### config.mk
export PLATFORM = sky130hd
export DESIGN_NAME = bus_to_fsl
export DESIGN_NICKNAME = d
export VERILOG_FILES = /design/src/rtl/descrack_pkg.sv /design/src/rtl/descrack_credit_ctr.sv /design/src/rtl/bus_to_fsl.sv
export SDC_FILE = /design/constraint.sdc
export NUM_CORES = 1
export LEC_CHECK = 0
export ABC_AREA = 1
export ABC_CLOCK_PERIOD_IN_PS = 6600
export BUFFER_PORTS_ARGS = -buffer_cell sky130_fd_sc_hd__buf_4
export CELL_PAD_IN_SITES_DETAIL_PLACEMENT = 1
export CELL_PAD_IN_SITES_GLOBAL_PLACEMENT = 1
export CORE_ASPECT_RATIO = 1.75
export CORE_MARGIN = 2
export CORE_UTILIZATION = 40
export DETAILED_ROUTE_END_ITERATION = 7
export PLACE_DENSITY_LB_ADDON = 0.3
export SLEW_MARGIN = 20
export SYNTH_ARGS = -nofsm -noshare
export SYNTH_HDL_FRONTEND = slang
export SYNTH_SLANG_ARGS = --single-unit
### constraint.sdc
create_clock -name clk -period 6.6 [get_ports clk]
set_input_delay 0 -clock clk [delete_from_list [all_inputs] [get_ports clk]]
set_output_delay 0 -clock clk [all_outputs]
set_load 0.02 [all_outputs]
### src/rtl/descrack_pkg.sv
// Shared definitions for the DES crack stream cores: work-vector layout, FSL framing,
// and the transmit-side state encoding.
package descrack_pkg;

    localparam int unsigned VEC_W         = 160;
    localparam int unsigned FSL_W         = 32;
    localparam int unsigned WORDS_PER_VEC = 5;

    localparam int unsigned CT_LSB = 0;
    localparam int unsigned R_LSB  = 64;
    localparam int unsigned T_LSB  = 128;
    localparam int unsigned ID_LSB = 148;

    typedef enum logic [1:0] {
        RESET,
        IDLE,
        SEND
    } state_e;

endpackage

### src/rtl/descrack_credit_ctr.sv
// Credit counter for an FSL link: starts full, take consumes a credit, give returns one.
// Overflow (give while already full, no take) is sticky until rst.
module descrack_credit_ctr #(
    parameter int unsigned MAX = 16,
    localparam int unsigned CW = $clog2(MAX + 1)
) (
    input  logic          clk,
    input  logic          rst,
    input  logic          reload_i,
    input  logic          take_i,
    input  logic          give_i,
    output logic [CW-1:0] count_o,
    output logic          nonzero_o,
    output logic          overflow_o
);

    logic [CW-1:0] count_q, count_d;
    logic          ovf_q, ovf_d;

    always_comb begin
        count_d = count_q;
        ovf_d   = ovf_q;
        if (reload_i) begin
            count_d = CW'(MAX);
        end else if (take_i && !give_i) begin
            count_d = count_q - CW'(1);
        end else if (give_i && !take_i) begin
            if (count_q == CW'(MAX)) begin
                ovf_d = 1'b1;
            end else begin
                count_d = count_q + CW'(1);
            end
        end
    end

    always_ff @(posedge clk) begin
        if (rst) begin
            count_q <= CW'(MAX);
            ovf_q   <= 1'b0;
        end else begin
            count_q <= count_d;
            ovf_q   <= ovf_d;
        end
    end

    assign count_o    = count_q;
    assign nonzero_o  = (count_q != '0);
    assign overflow_o = ovf_q;

endmodule

### src/rtl/bus_to_fsl.sv
// Transmit side of a DES crack stream core: pops 160-bit work vectors from a FWFT FIFO and
// serialises them as five 32-bit FSL words, with credit-based flow control and FSL reset.
module bus_to_fsl
    import descrack_pkg::*;
#(
    parameter int unsigned MAX_CREDITS = 16,
    parameter int unsigned RST_CYCLES  = 8,
    localparam int unsigned CW  = $clog2(MAX_CREDITS + 1),
    localparam int unsigned RCW = $clog2(RST_CYCLES + 1)
) (
    input  logic             clk,
    input  logic             rst,
    input  logic             soft_rst_i,
    input  logic [VEC_W-1:0] in_vec,
    input  logic             in_empty,
    output logic             in_rd,
    input  logic             credit_i,
    output logic             fsl_rst_o,
    output logic [FSL_W-1:0] fsl_data_o,
    output logic             fsl_valid_o,
    output logic [CW-1:0]    credits_o,
    output logic             busy_o,
    output logic             cred_err_o,
    output logic [31:0]      vec_count_o
);

    localparam logic [2:0] LastIdx = 3'(WORDS_PER_VEC - 1);

    state_e           state_q, state_d;
    logic [RCW-1:0]   rcnt_q, rcnt_d;
    logic [2:0]       idx_q, idx_d;
    logic [VEC_W-1:0] sh_q, sh_d;
    logic [FSL_W-1:0] data_q, data_d;
    logic             valid_q, valid_d;
    logic [31:0]      vcnt_q, vcnt_d;

    logic credit_nz;
    logic last_word;
    logic can_pop;

    assign last_word = (state_q == SEND) && (idx_q == LastIdx);
    assign can_pop   = !in_empty && credit_nz && ((state_q == IDLE) || last_word);

    descrack_credit_ctr #(
        .MAX (MAX_CREDITS)
    ) u_credit_ctr (
        .clk        (clk),
        .rst        (rst),
        .reload_i   (soft_rst_i || (state_q == RESET)),
        .take_i     (in_rd),
        .give_i     (credit_i && (state_q != RESET)),
        .count_o    (credits_o),
        .nonzero_o  (credit_nz),
        .overflow_o (cred_err_o)
    );

    always_ff @(posedge clk) begin
        if (rst) begin
            state_q <= RESET;
        end else begin
            state_q <= state_d;
        end
    end

    always_comb begin
        state_d = state_q;
        if (soft_rst_i) begin
            state_d = RESET;
        end else begin
            unique case (state_q)
                RESET: if (rcnt_q == RCW'(1)) state_d = IDLE;
                IDLE:  if (in_rd) state_d = SEND;
                SEND:  if (last_word && !in_rd) state_d = IDLE;
                default: state_d = RESET;
            endcase
        end
    end

    always_comb begin
        in_rd     = !rst && !soft_rst_i && can_pop;
        fsl_rst_o = (state_q == RESET);
        busy_o    = (state_q != IDLE);
    end

    // Shift register keeps the not-yet-sent words at the bottom; soft reset drops them.
    always_comb begin
        rcnt_d  = rcnt_q;
        idx_d   = idx_q;
        sh_d    = sh_q;
        data_d  = data_q;
        valid_d = 1'b0;
        vcnt_d  = vcnt_q;
        if (soft_rst_i) begin
            rcnt_d = RCW'(RST_CYCLES);
        end else begin
            if ((state_q == RESET) && (rcnt_q != '0)) begin
                rcnt_d = rcnt_q - RCW'(1);
            end
            if (state_q == SEND) begin
                if (idx_q != LastIdx) begin
                    idx_d   = idx_q + 3'd1;
                    data_d  = sh_q[FSL_W-1:0];
                    sh_d    = sh_q >> FSL_W;
                    valid_d = 1'b1;
                end else begin
                    vcnt_d = vcnt_q + 32'd1;
                end
            end
            if (in_rd) begin
                idx_d   = 3'd0;
                data_d  = in_vec[FSL_W-1:0];
                sh_d    = in_vec >> FSL_W;
                valid_d = 1'b1;
            end
        end
    end

    always_ff @(posedge clk) begin
        if (rst) begin
            rcnt_q  <= RCW'(RST_CYCLES);
            idx_q   <= 3'd0;
            sh_q    <= '0;
            data_q  <= '0;
            valid_q <= 1'b0;
            vcnt_q  <= 32'd0;
        end else begin
            rcnt_q  <= rcnt_d;
            idx_q   <= idx_d;
            sh_q    <= sh_d;
            data_q  <= data_d;
            valid_q <= valid_d;
            vcnt_q  <= vcnt_d;
        end
    end

    assign fsl_data_o  = data_q;
    assign fsl_valid_o = valid_q;
    assign vec_count_o = vcnt_q;

endmodule

After elaboration in Yosys (flattened, before gate mapping)
Index checks and enable logic that the tools add are counted.
Widths: inputs -> output; s select.
Word-level totals
  flip-flop bits (word level): 240
  output and inout port bits: 74
  word-level logic and storage cells: 79
Cells by class
  mux-type cells: 19
  reduce and logical (&&, ||, !) cells: 31
  add/sub/neg operators: 5
  bitwise operators: 4
  equal/unequal tests: 11
Operator list (number)
  $mux 160: 3
  $mux 32: 3
  $add 32x1->32 const B: 1
  $mux 5: 3
  $logic_and 1x1->1: 10
  $ne 2x1->1 const B: 5
  $mux 3: 3
  $reduce_and 3->1: 3
  $reduce_bool 2->1: 4
  $mux 2: 3
  $pmux 2 s3: 1
  $add 5x1->5 const B: 1
  $eq 5x5->1 const B: 1
  $logic_not 1->1: 5
  $reduce_bool 5->1: 1
  $sub 5x1->5 const B: 1
  $eq 4x1->1 const B: 1
  $not 1->1: 4
  $reduce_and 4->1: 1
  $reduce_bool 4->1: 1
  $reduce_or 2->1: 2
  $sub 4x1->4 const B: 1
  $add 3x1->3 const B: 1
  $eq 3x3->1 const B: 1
  7 further kinds: 10

Logic depth before layout (Yosys ltp)
  depth in word-level cells: 9
  mapped depth: 19
  gate-level depth less buffers: 17

Modules after synthesis
Synthesis repeated with hierarchy kept, for this count alone.
Unflattened totals
  cell total of the unflattened synthesis: 1801
  area total of the unflattened synthesis: 10701.5 µm²
Modules (own cells, without submodules)
  bus_to_fsl: times used 1, cells each 1729, area each 10228.6 µm², sequential area each 4043.9 µm²
  descrack_credit_ctr: times used 1, cells each 72, area each 473.0 µm², sequential area each 120.1 µm²

Worst setup path before layout
OpenSTA, ideal clock, no wires.
  kind: register to register
  start: register idx_q[0]
  end: register u_credit_ctr.count_q[4], in the netlist u_credit_ctr.count_o[4]
  setup time: 133 ps
  path slack: 4063 ps
  arrival time: 2404 ps
  cell stages (with the launch flop): 19
  path buffers: 2
  data required time: 6467 ps
  cells stage by stage: dfxtp_1 -> inv_1 -> ha_1 -> nand2_1 -> o21ai_1 -> nand3_2 -> inv_2 -> buf_4 -> buf_2 -> ha_1 -> xor2_1 -> ha_1 -> inv_1 -> nand2_1 -> nand3_1 -> nand3_1 -> nand2_1 -> nand2_1 -> o211ai_1
Between the ends
  longest elaborated chain between the ends: 9
  elaborated cells on any way between the ends: 12
Ends and longest elaborated chain
  start, declared: line bus_to_fsl.sv:31  | logic [2:0] idx_q, idx_d;
  start signal, assigned: line bus_to_fsl.sv:128  | idx_q <= idx_d;
  $eq 3x3->1 (*): line bus_to_fsl.sv:41  | assign last_word = (state_q == SEND) && (idx_q == LastIdx);
  $logic_and 1x1->1 (*): line bus_to_fsl.sv:41
  $logic_or 1x1->1 (*): line bus_to_fsl.sv:42  | assign can_pop = !in_empty && credit_nz && ((state_q == IDLE) || last_word);
  $logic_and 1x1->1 (*): line bus_to_fsl.sv:42
  $logic_and 1x1->1 (*): line bus_to_fsl.sv:80  | in_rd = !rst && !soft_rst_i && can_pop;
  via in_rd: line bus_to_fsl.sv:16  | output logic in_rd,
  $logic_not 1->1: line descrack_credit_ctr.sv:27  | end else if (give_i && !take_i) begin
  $logic_and 1x1->1: line descrack_credit_ctr.sv:27
  $reduce_bool 2->1 (no source line)
  $reduce_and 2->1 (no source line)
  end signal, assigned: line descrack_credit_ctr.sv:38  | count_q <= CW'(MAX);
  end signal, assigned: line descrack_credit_ctr.sv:41  | count_q <= count_d;
  end, declared: line descrack_credit_ctr.sv:17  | logic [CW-1:0] count_q, count_d;
Mark *: on every way through the listed nets, which the timed path passes. The rest lies on a longest branch.
A chain may end at the register's enable or synchronous reset.

Worst setup path after layout
  start: input port rst
  end: register sh_q[38]
Between the ends
  longest elaborated chain between the ends: 5
  elaborated cells on any way between the ends: 7
Ends and longest elaborated chain
  start, declared: line bus_to_fsl.sv:12  | input logic rst,
  $logic_not 1->1: line bus_to_fsl.sv:80
  $logic_and 1x1->1 (2 in a row): line bus_to_fsl.sv:80
  $reduce_bool 2->1 (no source line)
  $reduce_and 3->1 (no source line)
  end signal, assigned: line bus_to_fsl.sv:122  | sh_q <= '0;
  end signal, assigned: line bus_to_fsl.sv:129  | sh_q <= sh_d;
  end, declared: line bus_to_fsl.sv:32  | logic [VEC_W-1:0] sh_q, sh_d;
Several ways; a longest one is shown, not always the timed one.

==> impl_metrics.env <==
export IMPL_max_slew_margin_rel_pct=30.3
export IMPL_die_x_um=127
export IMPL_finalCritPeriodShare_pct=58.9
export IMPL_power_frac_comb_pct=7.9
export IMPL_htreeDepth=1
export IMPL_place_gp_congestion=0.908
export IMPL_clock_path_buffers=3
export IMPL_fillers=3567
export IMPL_cpMaxStageDelayCell="inv_6"
export IMPL_rsz0062_at_grt="no"
export IMPL_yosysUniqueCellTypes=32
export IMPL_cpPeakStageDelay_ps=740
export IMPL_post_cts_buffers=0
export IMPL_syn_nets=1968
export IMPL_setup_worst_path_class="in -> reg"
export IMPL_p_leak_nw=7.81
export IMPL_path_buf_inv=5
export IMPL_pwr_share_seq_pct=46.3
export IMPL_synth_ff_type="dfxtp_1"
export IMPL_dieArea_mm2=0.0278
export IMPL_drt_initial_drc_count=604
export IMPL_grt_overflow_total=0
export IMPL_status="finished, final reports clean"
export IMPL_hp_class="in -> reg"
export IMPL_crit_path_start_kind="input port"
export IMPL_switching_power_w=0.000635
export IMPL_initial_core_util_pct=40.7
export IMPL_p_int_w=0.00209
export IMPL_yosys_area_share_adder_pct=1.18
export IMPL_final_max_slew_viol_count=0
export IMPL_grt_max_degree=131
export IMPL_placed_cell_area_mm2=0.0124
export IMPL_synth_mux_area_fraction_pct=0
export IMPL_post_drt_wl_per_cell_um=18.4
export IMPL_synth_top_cell_by_area="dfxtp_1"
export IMPL_dieHeight_um=219
export IMPL_synth_edff_count=0
export IMPL_areaGrowthSynthToFinish_pct=39.5
export IMPL_vias=12500
export IMPL_cts_tree="yes"
export IMPL_routed_via_density=5.04
export IMPL_cp_data_required_time_ps=7020
export IMPL_ant_nets=0
export IMPL_yosysTopAreaCellShare_pct=39.4
export IMPL_dr_pass1_iters=4
export IMPL_fin_tns_setup_ps=0
export IMPL_fin_nets=2314
export IMPL_ys_ff_latch=208
export IMPL_critical_path_top_delay_family="buffers and inverters"
export IMPL_place_ws_ps=2860
export IMPL_drc_errors=0
export IMPL_worst_pin_slew_ps=1050
export IMPL_cts_made_buffers=21
export IMPL_synth_xor_area_share_pct=0.746
export IMPL_synthArstFlopShare_pct=0
export IMPL_skew_ps=19.1
export IMPL_yosysSeqAreaShare_pct=39.4
export IMPL_fp_row_count=78
export IMPL_synthesis_area_mm2=0.0106
export IMPL_max_freq_mhz=257
export IMPL_yosysMostFrequentCell="nand2_1"
export IMPL_synth_compound_area_share_pct=2.81
export IMPL_track_usage_pct=31.1
export IMPL_synth_common_cells="867 x nand2_1, 333 x nor2_1, 208 x dfxtp_1, 177 x inv_1, 42 x buf_2"
export IMPL_worstSkewPairLatency_ps=530
export IMPL_fin_area_mm2=0.0147
export IMPL_syn_inst=1793
export IMPL_portBuffers=238
export IMPL_end_kind="register"
export IMPL_clk_pin_slew_ps=70
export IMPL_ir_worst_vdd_mv=0.211
export IMPL_cts_num_sinks=208
export IMPL_drv_cap=0
export IMPL_period_needed_ps=3890
export IMPL_p_clk_share_pct=45.8
export IMPL_critPathMaxFanout=96
export IMPL_io_pin_count=239
export IMPL_crit_path_cell_trace="dlygate4sd3_1, buf_4, inv_4, nand2_1, nor2_1, nand3_4, inv_6, buf_4, nand2_1, nand2_1, nor2_1, nor2_1"
export IMPL_hold_violations=0
export IMPL_arrival_ps=4310
export IMPL_grt_pass1_wl_um=68800
export IMPL_avgSynthCellArea_um2=5.90
export IMPL_drive_gt1_share_pct=13.2
export IMPL_switching_share_pct=23.3
export IMPL_core_mm2=0.0260
export IMPL_synth_top_family_by_area="simple AND/OR/NAND/NOR gates"
export IMPL_yosysWarnings=0
export IMPL_wl_um=45700
export IMPL_setup_violations=0
export IMPL_utilization_pct=56.8
export IMPL_synthTopCellsByArea="dfxtp_1 39%, nand2_1 31%, nor2_1 12%, inv_1 6.3%, buf_2 2.0%"
export IMPL_power_density_mw_per_mm2=185
export IMPL_fin_ws_ps=2710
export IMPL_dpl_hpwl_um=23200
export IMPL_yosys_area_share_simple_pct=45.2
export IMPL_antenna_found_initial=14
export IMPL_grt_pass1_vias=13600
export IMPL_cts_root_buf="clkbuf_16"
-- sequential cells by signal, indices dropped and copies added (netlist names) --
name,flops
fsl_data_o,32
fsl_valid_o,1
idx_q,3
rcnt_q,4
sh_q,128
state_q,2
u_credit_ctr.count_o,5
u_credit_ctr.overflow_o,1
vec_count_o,32
-- layer usage --
| metal | global-route usage (%) | vias up | share of wire (%) |
|---|---|---|---|
| met5 | 0 | - | 0 |
| met4 | 23.2 | 0 | 8.3 |
| met3 | 4.07 | 206 | 3.6 |
| met2 | 59.4 | 409 | 53 |
| met1 | 29.9 | 5945 | 35 |
| li1 | - | 5983 | - |
-- power by group through the flow --
stage	Combinational, W	Clock [W]	Sequential [W]
6_report	0.000216	0.00125	0.00126
2_1_floorplan	0.0000324	0	0.00129
3_3_place_gp	0.000121	0	0.00129
5_1_grt	0.000228	0.00131	0.00126
3_5_place_dp	0.000124	0	0.00129
4_1_cts	0.000203	0.00124	0.00126
-- cell type report --
cell class	count	area, µm²	area share (%)
multi-input cells	1322	5310	36.0
flip-flops and latches	208	4160	28.2
repair buffers	405	3460	23.5
inverters	181	687	4.66
clock buffers	28	582	3.95
well taps	320	400	2.72
clock inverters	8	97.6	0.662
diodes	18	45.0	0.306
-- cells by family (layout without fill, tap and decap cells) --
group,after synthesis,after routing
and+or+nand+nor,1247,1247
buffers and inverters,263,622
other,0,18
xor gates and xnor gates,9,9
AOI/OAI and AO/OA,56,56
DFF,208,208
adders and majority gates,10,10
-- worst reg2reg max path: stages (launching register included) --
cell and delay, ps:
dfxtp_1 340, inv_1 90, ha_1 170, nand2_1 100, o21ai_1 230, nand3_4 430, inv_6 760, buf_4 770
nand2_1 270, nand2_1 120, nor2_1 60, nor2_1 260
-- stage by stage --
stage	cells	hold slack, ps	power [W]
detailed placement	2273	199	0.00141
global placement	2273	194	0.00141
CTS	2471	118	0.00271
global route	2487	208	0.00280
finish	2490	142	0.00272
floorplan	1793	110	0.00132
-- final timing paths --
kind / start / end / slack, ps / cells past startpoint
setup reg to reg: idx_q[0] / sh_q[38] / 2910 / 11
hold reg to reg: sh_q[100] / sh_q[100] / 460 / 2
hold / removal: credit_i / u_credit_ctr.count_o[2] / 140 / 5
setup / recovery: rst / sh_q[38] / 2710 / 12
-- cells in the final DEF (no fill, tap or decap), types with 7 or more instances in the layout --
cell	synthesis	routed
xor2_1	7	7
a21oi_1	26	25
nor2_1	333	333
nand3_1	21	21
buf_4	8	241
nand4_1	10	10
diode_2	0	18
dlygate4sd3_1	0	162
inv_1	177	177
ha_1	10	10
dfxtp_1	208	208
nand2_1	867	867
clkbuf_16	0	21
o21ai_0	17	17
-- timing repair --
action | CTS | global route
hold endpoints to repair | 181 | 0
hold buffers | 162 | 0
resized for setup | 0 | 0
Power figures use the tool's default switching activity.
